`config.mk`:
```
export PLATFORM = sky130hd
export DESIGN_NAME = rc4_key_schedule_flat
export DESIGN_NICKNAME = d
export VERILOG_FILES = /design/src/rtl/rc4_key_schedule_pkg.sv /design/src/rtl/rc4_key_schedule_if.sv /design/src/rtl/rc4_key_schedule.sv /design/src/flat_wrapper.sv
export SDC_FILE = /design/constraint.sdc
export NUM_CORES = 1
export LEC_CHECK = 0
export BUFFER_PORTS_ARGS = -buffer_cell sky130_fd_sc_hd__buf_2
export CAP_MARGIN = 5
export CORE_UTILIZATION = 56
export CTS_CLUSTER_SIZE = 12
export DETAILED_ROUTE_END_ITERATION = 8
export HOLD_SLACK_MARGIN = 0.1
export PLACE_DENSITY = 0.82
export SYNTH_ARGS = -nofsm -noshare
export SYNTH_HDL_FRONTEND = slang
export SYNTH_SLANG_ARGS = --single-unit
```
`constraint.sdc`:
```
create_clock -name clk -period 11.15 [get_ports clk]
set_clock_uncertainty 0.2 [all_clocks]
set_input_delay 2.23 -clock clk [delete_from_list [all_inputs] [get_ports clk]]
set_output_delay 2.23 -clock clk [all_outputs]
set_load 0.01 [all_outputs]
```
`src/rtl/rc4_key_schedule_pkg.sv`:
```
// Shared RC4 definitions: S-memory geometry, key length, state encoding and key-byte select.
`default_nettype none

package rc4_pkg;

  localparam int S_DEPTH   = 256;
  localparam int KEY_BYTES = 3;

  typedef enum logic [3:0] {
    ST_IDLE      = 4'd0,
    ST_FILL      = 4'd1,
    ST_RD_I_SET  = 4'd2,
    ST_RD_I_WAIT = 4'd3,
    ST_RD_I_GET  = 4'd4,
    ST_CALC_J    = 4'd5,
    ST_RD_J_WAIT = 4'd6,
    ST_RD_J_GET  = 4'd7,
    ST_WR_I      = 4'd8,
    ST_WR_J      = 4'd9,
    ST_INC       = 4'd10,
    ST_DONE      = 4'd11
  } rc4_state_t;

  // Byte 0 is the most significant byte of the key word.
  function automatic logic [7:0] key_byte(input logic [KEY_BYTES*8-1:0] key,
                                          input logic [1:0]             idx);
    case (idx)
      2'd0:    key_byte = key[23:16];
      2'd1:    key_byte = key[15:8];
      default: key_byte = key[7:0];
    endcase
  endfunction

endpackage

`default_nettype wire

```
`src/rtl/rc4_key_schedule_if.sv`:
```
// Start/key handshake and S-memory port between the key scheduler and its host.
`default_nettype none

interface rc4_key_schedule_if;
  logic        start_flag;
  logic [23:0] secret_key;
  logic [7:0]  address;
  logic [7:0]  s_data_in;
  logic [7:0]  s_data_out;
  logic        s_wren;
  logic        busy;
  logic        done_flag;

  modport master (
    output start_flag, secret_key, s_data_out,
    input  address, s_data_in, s_wren, busy, done_flag
  );

  modport slave (
    input  start_flag, secret_key, s_data_out,
    output address, s_data_in, s_wren, busy, done_flag
  );
endinterface

`default_nettype wire

```
`src/rtl/rc4_key_schedule.sv`:
```
// RC4 S-memory fill and key schedule (KSA) with a 24-bit key over a registered-read memory.
// Optional WRITE_VERIFY_EN: hold each write until the memory reads it back.
`default_nettype none

module rc4_key_schedule (
  input  wire logic          clk,
  input  wire logic          reset,
  rc4_key_schedule_if.slave  bus
);
  import rc4_pkg::*;

  rc4_state_t  r_state;
  rc4_state_t  w_next;
  logic [7:0]  r_i;
  logic [7:0]  r_j;
  logic [7:0]  r_si;
  logic [7:0]  r_sj;
  logic [23:0] r_key;
  logic [1:0]  r_kidx;
  logic [7:0]  w_j_new;
  logic [7:0]  w_address;
  logic [7:0]  w_wdata;
  logic        w_wren;
  logic        w_wr_ok;
  logic        w_last_i;

  assign w_j_new  = r_j + r_si + key_byte(r_key, r_kidx);
  assign w_last_i = (r_i == 8'(S_DEPTH - 1));

`ifdef WRITE_VERIFY_EN
  // First cycle of a write only launches it; read-back is meaningful from the next cycle.
  logic r_wr_hold;

  always_ff @(posedge clk) begin
    if (reset)
      r_wr_hold <= 1'b0;
    else
      r_wr_hold <= w_wren && !w_wr_ok;
  end

  assign w_wr_ok = r_wr_hold && (bus.s_data_out == w_wdata);
`else
  assign w_wr_ok = 1'b1;
`endif

  always_ff @(posedge clk) begin
    if (reset)
      r_state <= ST_IDLE;
    else
      r_state <= w_next;
  end

  always_comb begin
    w_next    = r_state;
    w_address = 8'd0;
    w_wdata   = 8'd0;
    w_wren    = 1'b0;
    case (r_state)
      ST_IDLE: begin
        if (bus.start_flag)
          w_next = ST_FILL;
      end
      ST_FILL: begin
        w_address = r_i;
        w_wdata   = r_i;
        w_wren    = 1'b1;
        if (w_wr_ok && w_last_i)
          w_next = ST_RD_I_SET;
      end
      ST_RD_I_SET: begin
        w_address = r_i;
        w_next    = ST_RD_I_WAIT;
      end
      ST_RD_I_WAIT: begin
        w_address = r_i;
        w_next    = ST_RD_I_GET;
      end
      ST_RD_I_GET: begin
        w_address = r_i;
        w_next    = ST_CALC_J;
      end
      ST_CALC_J: begin
        w_address = w_j_new;
        w_next    = ST_RD_J_WAIT;
      end
      ST_RD_J_WAIT: begin
        w_address = r_j;
        w_next    = ST_RD_J_GET;
      end
      ST_RD_J_GET: begin
        w_address = r_j;
        w_next    = ST_WR_I;
      end
      ST_WR_I: begin
        w_address = r_i;
        w_wdata   = r_sj;
        w_wren    = 1'b1;
        if (w_wr_ok)
          w_next = ST_WR_J;
      end
      ST_WR_J: begin
        w_address = r_j;
        w_wdata   = r_si;
        w_wren    = 1'b1;
        if (w_wr_ok)
          w_next = ST_INC;
      end
      ST_INC: begin
        w_next = w_last_i ? ST_DONE : ST_RD_I_SET;
      end
      ST_DONE: begin
        w_next = ST_IDLE;
      end
      default: begin
        w_next = ST_IDLE;
      end
    endcase
  end

  // Datapath registers; the key index is a wrapping counter kept in step with i.
  always_ff @(posedge clk) begin
    if (reset) begin
      r_i    <= 8'd0;
      r_j    <= 8'd0;
      r_si   <= 8'd0;
      r_sj   <= 8'd0;
      r_key  <= 24'd0;
      r_kidx <= 2'd0;
    end else begin
      case (r_state)
        ST_IDLE: begin
          r_i    <= 8'd0;
          r_j    <= 8'd0;
          r_kidx <= 2'd0;
          if (bus.start_flag)
            r_key <= bus.secret_key;
        end
        ST_FILL: begin
          if (w_wr_ok)
            r_i <= r_i + 8'd1;
        end
        ST_RD_I_GET: r_si <= bus.s_data_out;
        ST_CALC_J:   r_j  <= w_j_new;
        ST_RD_J_GET: r_sj <= bus.s_data_out;
        ST_INC: begin
          if (!w_last_i) begin
            r_i    <= r_i + 8'd1;
            r_kidx <= (r_kidx == 2'(KEY_BYTES - 1)) ? 2'd0 : r_kidx + 2'd1;
          end
        end
        default: ;
      endcase
    end
  end

  assign bus.address   = w_address;
  assign bus.s_data_in = w_wdata;
  assign bus.s_wren    = w_wren;
  assign bus.busy      = (r_state != ST_IDLE);
  assign bus.done_flag = (r_state == ST_DONE);

endmodule

`default_nettype wire
```
`src/flat_wrapper.sv`:
```
// flat-port wrapper written by rule: the top's interface ports become plain ports
module rc4_key_schedule_flat import rc4_pkg::*;
  (clk, reset, bus_start_flag, bus_secret_key, bus_s_data_out, bus_address, bus_s_data_in, bus_s_wren, bus_busy, bus_done_flag);
  rc4_key_schedule_if bus_i ();
  input  wire logic clk;
  input  wire logic reset;
  input wire logic [$bits(bus_i.start_flag)-1:0] bus_start_flag;
  input wire logic [$bits(bus_i.secret_key)-1:0] bus_secret_key;
  input wire logic [$bits(bus_i.s_data_out)-1:0] bus_s_data_out;
  output wire logic [$bits(bus_i.address)-1:0] bus_address;
  output wire logic [$bits(bus_i.s_data_in)-1:0] bus_s_data_in;
  output wire logic [$bits(bus_i.s_wren)-1:0] bus_s_wren;
  output wire logic [$bits(bus_i.busy)-1:0] bus_busy;
  output wire logic [$bits(bus_i.done_flag)-1:0] bus_done_flag;
  assign bus_i.start_flag = bus_start_flag;
  assign bus_i.secret_key = bus_secret_key;
  assign bus_i.s_data_out = bus_s_data_out;
  assign bus_address = bus_i.address;
  assign bus_s_data_in = bus_i.s_data_in;
  assign bus_s_wren = bus_i.s_wren;
  assign bus_busy = bus_i.busy;
  assign bus_done_flag = bus_i.done_flag;
  rc4_key_schedule u_core (.clk(clk), .reset(reset), .bus(bus_i));
endmodule
```
Word level (Yosys, flattened, before mapping)
Cells that the tools add are included.

Bits of input ports: 35. Word-level logic and storage cells: 55. Register bits after elaboration: 62.

Equal/unequal tests: 17. Reductions and logical operators: 13. Muxes and demuxes: 14. Add/subtract/negate cells: 4.

Operator list (number): case mux 8 bit (3 select lines) (3); case mux 4 bit (11 select lines) (1); case mux 8 bit (2 select lines) (2); adder 8 bit (2); == test 4 x 3 -> 1 bit (second input constant) (4); == test 4 bit (second input constant) (4); two-way mux 4 bit (3); adder 8 x 1 -> 8 bit (second input constant) (1); == test 4 x 2 -> 1 bit (second input constant) (2); == test 8 bit (second input constant) (1); two-way mux 8 bit (1); AND reduction 2 bit (4); OR reduction 3 bit (2); OR reduction 5 bit (1); == test 4 x 1 -> 1 bit (second input constant) (1); logical NOT 4 bit (1); two-way mux 2 bit (2); != test 2 bit (second input constant) (2); case mux 2 bit (2 select lines) (1); nonzero test 2 bit (2); nonzero test 4 bit (1); nonzero test 3 bit (1); adder 2 x 1 -> 2 bit (second input constant) (1); == test 2 x 1 -> 1 bit (second input constant) (1); 4 further kinds (4).

Longest topological paths before layout
Word-level depth: 4. Gate-level depth with buffers: 14. Mapped depth without buffers: 13.

Worst setup path after synthesis
No wires, ideal clock.

Path kind: register to output. From: register u_core.r_kidx[0]. To: output port bus_address[7]. Required time: 8720 ps. Stages on the path, launching flop included: 13. Arrival: 2872 ps. Setup slack: 5848 ps. Cells stage by stage: dfxtp_1 -> clkbuf_1 -> mux2i_1 -> o21ai_0 -> fa_1 -> ha_1 -> inv_1 -> fa_1 -> nor2b_1 -> o31ai_1 -> a21oi_1 -> xnor2_1 -> o21ai_1.

Cells in the longest elaborated chain, start to end: 4. Elaborated cells between the ends (all ways): 5. Classes of those cells: 1 x add/sub; 1 x eq/ne; 2 x mux; 1 x reduce/logical.

RTL lines: start, declared (RTL line rc4_key_schedule.sv:19) `logic [1:0] r_kidx;`; start signal, assigned (RTL line rc4_key_schedule.sv:148) `r_kidx <= (r_kidx == 2'(KEY_BYTES - 1)) ? 2'd0 : r_kidx + 2'd1;`; == test 2 x 1 -> 1 bit or logical NOT 2 bit (tied branches) (RTL line rc4_key_schedule_pkg.sv:27) `case (idx)`; case mux 8 bit (2 select lines) (*) (RTL line rc4_key_schedule_pkg.sv:27); adder 8 bit (*) (RTL line rc4_key_schedule.sv:27) `assign w_j_new = r_j + r_si + key_byte(r_key, r_kidx);`; case mux 8 bit (3 select lines) (*) (RTL line rc4_key_schedule.sv:58) `case (r_state)`; end, declared (RTL line flat_wrapper.sv:10) `output wire logic [$bits(bus_i.address)-1:0] bus_address;`.

Every way passes the cells marked *; elsewhere a longest branch is shown, timed or not.

Worst setup path in the final report
Same ends and word-level chain as after synthesis.

==> run metrics <==
status complete, no violations; cell breakdown of the critical path mux2i_1 -> o21ai_0 -> fa_1 -> ha_1 -> inv_1 -> fa_1 -> nor2b_1 -> o31ai_1 -> a21oi_1 -> xnor2_1 -> o21ai_1 -> buf_2; Worst Setup End Kind output port; Post-synth top cells nand2_1, dfxtp_1, a21oi_1; peak supply drop 0.0001004 V; post-synth top area cell dfxtp_1; drt wl/cell 15.34 um; synth-to-layout area growth 13.08%; hold_buf cts 0; fin crit period 5952 ps; Synth warnings 0; WL final 8408 um; hold path cells 2; sequential area share after synthesis 36.85%; crit share post-route 53.38%; I/O pin count 54; Final Hold Fails 0; setup violators final 0; Final WS setup 5198 ps; CP arrival 3520 ps; drt via density 5.786; Die Span X 79.56 um; Hold WS 258.0 ps; number of synthesized flops with an enable pin 0; CTS tree built; IO Port Bufs 53; CP max FO 11; Reg power frac 45.5%; initial drt markers 303; CTS Root Cell clkbuf_8; Initial DRT Pass Iterations 5; Vias 3171; vias in the first global route 2860; PwrDens 151.8 nW/um2; Total Nets Final 522; drt drc 0; hold crit path type flop to flop; Yosys top cell area share 36.85%; data required time of the worst path 8720 ps; area of the core 5642 um2; switch share 35.05%; cell with the most instances after synthesis nand2_1; Worst Setup Start Kind flop; pre-CTS WS 5669 ps; Slew @ Worst Pin 1054 ps; slowest CP cell dfxtp_1; setup TNS 0 ps; clock buffer depth 2; # Post-CTS Setup Buffers 0; cts bufs inserted 9; P_int 375.6 uW; Final ANT Viol Nets 0; Starting Density 59.70%; global-route wire length before repair 14180 um; GPL Wtd Cong 0.9114; dpl hpwl 6009 um; Synth Area per Inst 7.870 um2; Synth Net Count 478; Die H 79.56 um; layout cells sized above 1 17.02%; pin count of the biggest net entering global routing 60; prevailing post-synth register cell dfxtp_1; Tot Pwr 578.3 uW; worst path buffer plus inverter count 2; Synth area leaders dfxtp_1, nand2_1, a21oi_1; total global routing overflow 0; synth unique cells 52; die area 6329 um2; Top Family by Delay on Critical Path adder cells; initial antenna violation count 0; Cells after Synth 428; Slew HR 29.75%; Crit Path Class flop to output port; Combinational Power Share 22.5%; row cnt 27; Tot GR Track Use 29.70%; cts repair resizes 0; Clock Sinks 62; FFs w/ async S/R, synth 0%; most used cell, CP fa_1; # diodes 0; CTS clock-pin slew for the worst setup and hold paths 70 ps; cell area after synthesis 3368 um2; clock power share 32.1%; max incr delay on CP 670 ps; max cap viols 0; Skew-Pair Late Insertion Delay 350 ps; H-tree levels 3; Psw 202.7 uW; CP Depth 12; Final Max Slew Viols 0; worst r2r path cells 11; Leakage 1.572 nW; achievable clock frequency 0.1680 GHz; unrepaired setup endpoints after global routing no; register bit total from synthesis 62
[path summary, 6_finish.rpt]
kind                            startpoint                            end  slack (ps)
max          u_core.r_kidx[0]$_SDFFE_PP0P_                 bus_address[7]        5200
min          u_core.r_key[12]$_SDFFE_PP0P_  u_core.r_key[12]$_SDFFE_PP0P_         260
max reg2reg  u_core.r_kidx[0]$_SDFFE_PP0P_     u_core.r_j[7]$_SDFFE_PP0P_        7610
min reg2reg  u_core.r_key[12]$_SDFFE_PP0P_  u_core.r_key[12]$_SDFFE_PP0P_         260
[area by class of cell]
type,instances,area [um2]
repair buffers,53,265.3
well taps,72,90.09
multi-input cells,310,1894
inverters,36,135.1
clock buffers,11,151.4
fillers,462,1833
clock inverters,4,31.28
flip-flops and latches,62,1241
[state kept, by name, summed over array words and instances (netlist names)]
| signal | count |
|---|---|
| u_core.r_state | 4 |
| u_core.r_j | 8 |
| u_core.r_sj | 8 |
| u_core.r_si | 8 |
| u_core.r_kidx | 2 |
| u_core.r_key | 24 |
| u_core.r_i | 8 |
[routing by layer]
layer / vias up / routed length (um) / track usage (%)
met5: - / 0 / 0
met4: 0 / 155 / 11.82
met3: 19 / 489 / 6.286
met2: 108 / 4004 / 45.13
met1: 1497 / 3759 / 40.96
li1: 1547 / - / -
[placed cells by master (no fill, tap or decap), types with 4 or more instances in the layout]
cell type,count
a21oi_1,59
a221o_1,5
a222oi_1,9
a22oi_1,5
buf_2,53
clkbuf_8,11
dfxtp_1,62
fa_1,8
ha_1,7
inv_1,36
mux2i_1,8
nand2_1,97
nand2b_1,4
nand3b_1,4
nor2_1,34
nor2b_1,5
nor3_1,6
o21ai_0,5
xnor2_1,4
xor2_1,8
[through the flow]
step | util, % | cell area (um2) | cells
2_1_floorplan | - | 3368 | 428
3_3_place_gp | 64.27 | 3626 | 533
3_5_place_dp | 64.27 | 3626 | 533
4_1_cts | 67.51 | 3809 | 548
5_1_grt | 67.51 | 3809 | 548
6_report | 67.51 | 3809 | 548
[cell families (layout without fill, tap and decap cells)]
group / Yosys count / after routing / synth area share [%]
mux: 8 / 8 / 2.378
compound gates: 104 / 104 / 20.13
simple gates: 171 / 171 / 23.25
buf+inv: 56 / 104 / 6.909
fa+ha+maj: 15 / 15 / 7.355
xor+xnor: 12 / 12 / 3.120
flops: 62 / 62 / 36.85
[worst register-to-register path, stage by stage (launching register included)]
cell     delay [ps]
dfxtp_1         670
mux2i_1         270
o21ai_0         120
fa_1            520
ha_1            200
inv_1            70
fa_1            380
nor2b_1         190
o31ai_1         110
a21oi_1         250
nor4b_1         330
a221o_1         180
[power groups by stage]
stage | sequential [mW] | clock, mW | combinational, mW
after floorplan | 0.254 | 0 | 0.107
after global placement | 0.266 | 0 | 0.125
after CTS | 0.262 | 0.186 | 0.129
after detailed placement | 0.267 | 0 | 0.128
after global routing | 0.267 | 0.196 | 0.148
final | 0.263 | 0.185 | 0.130
No activity file was read; power rests on OpenSTA's default activity.
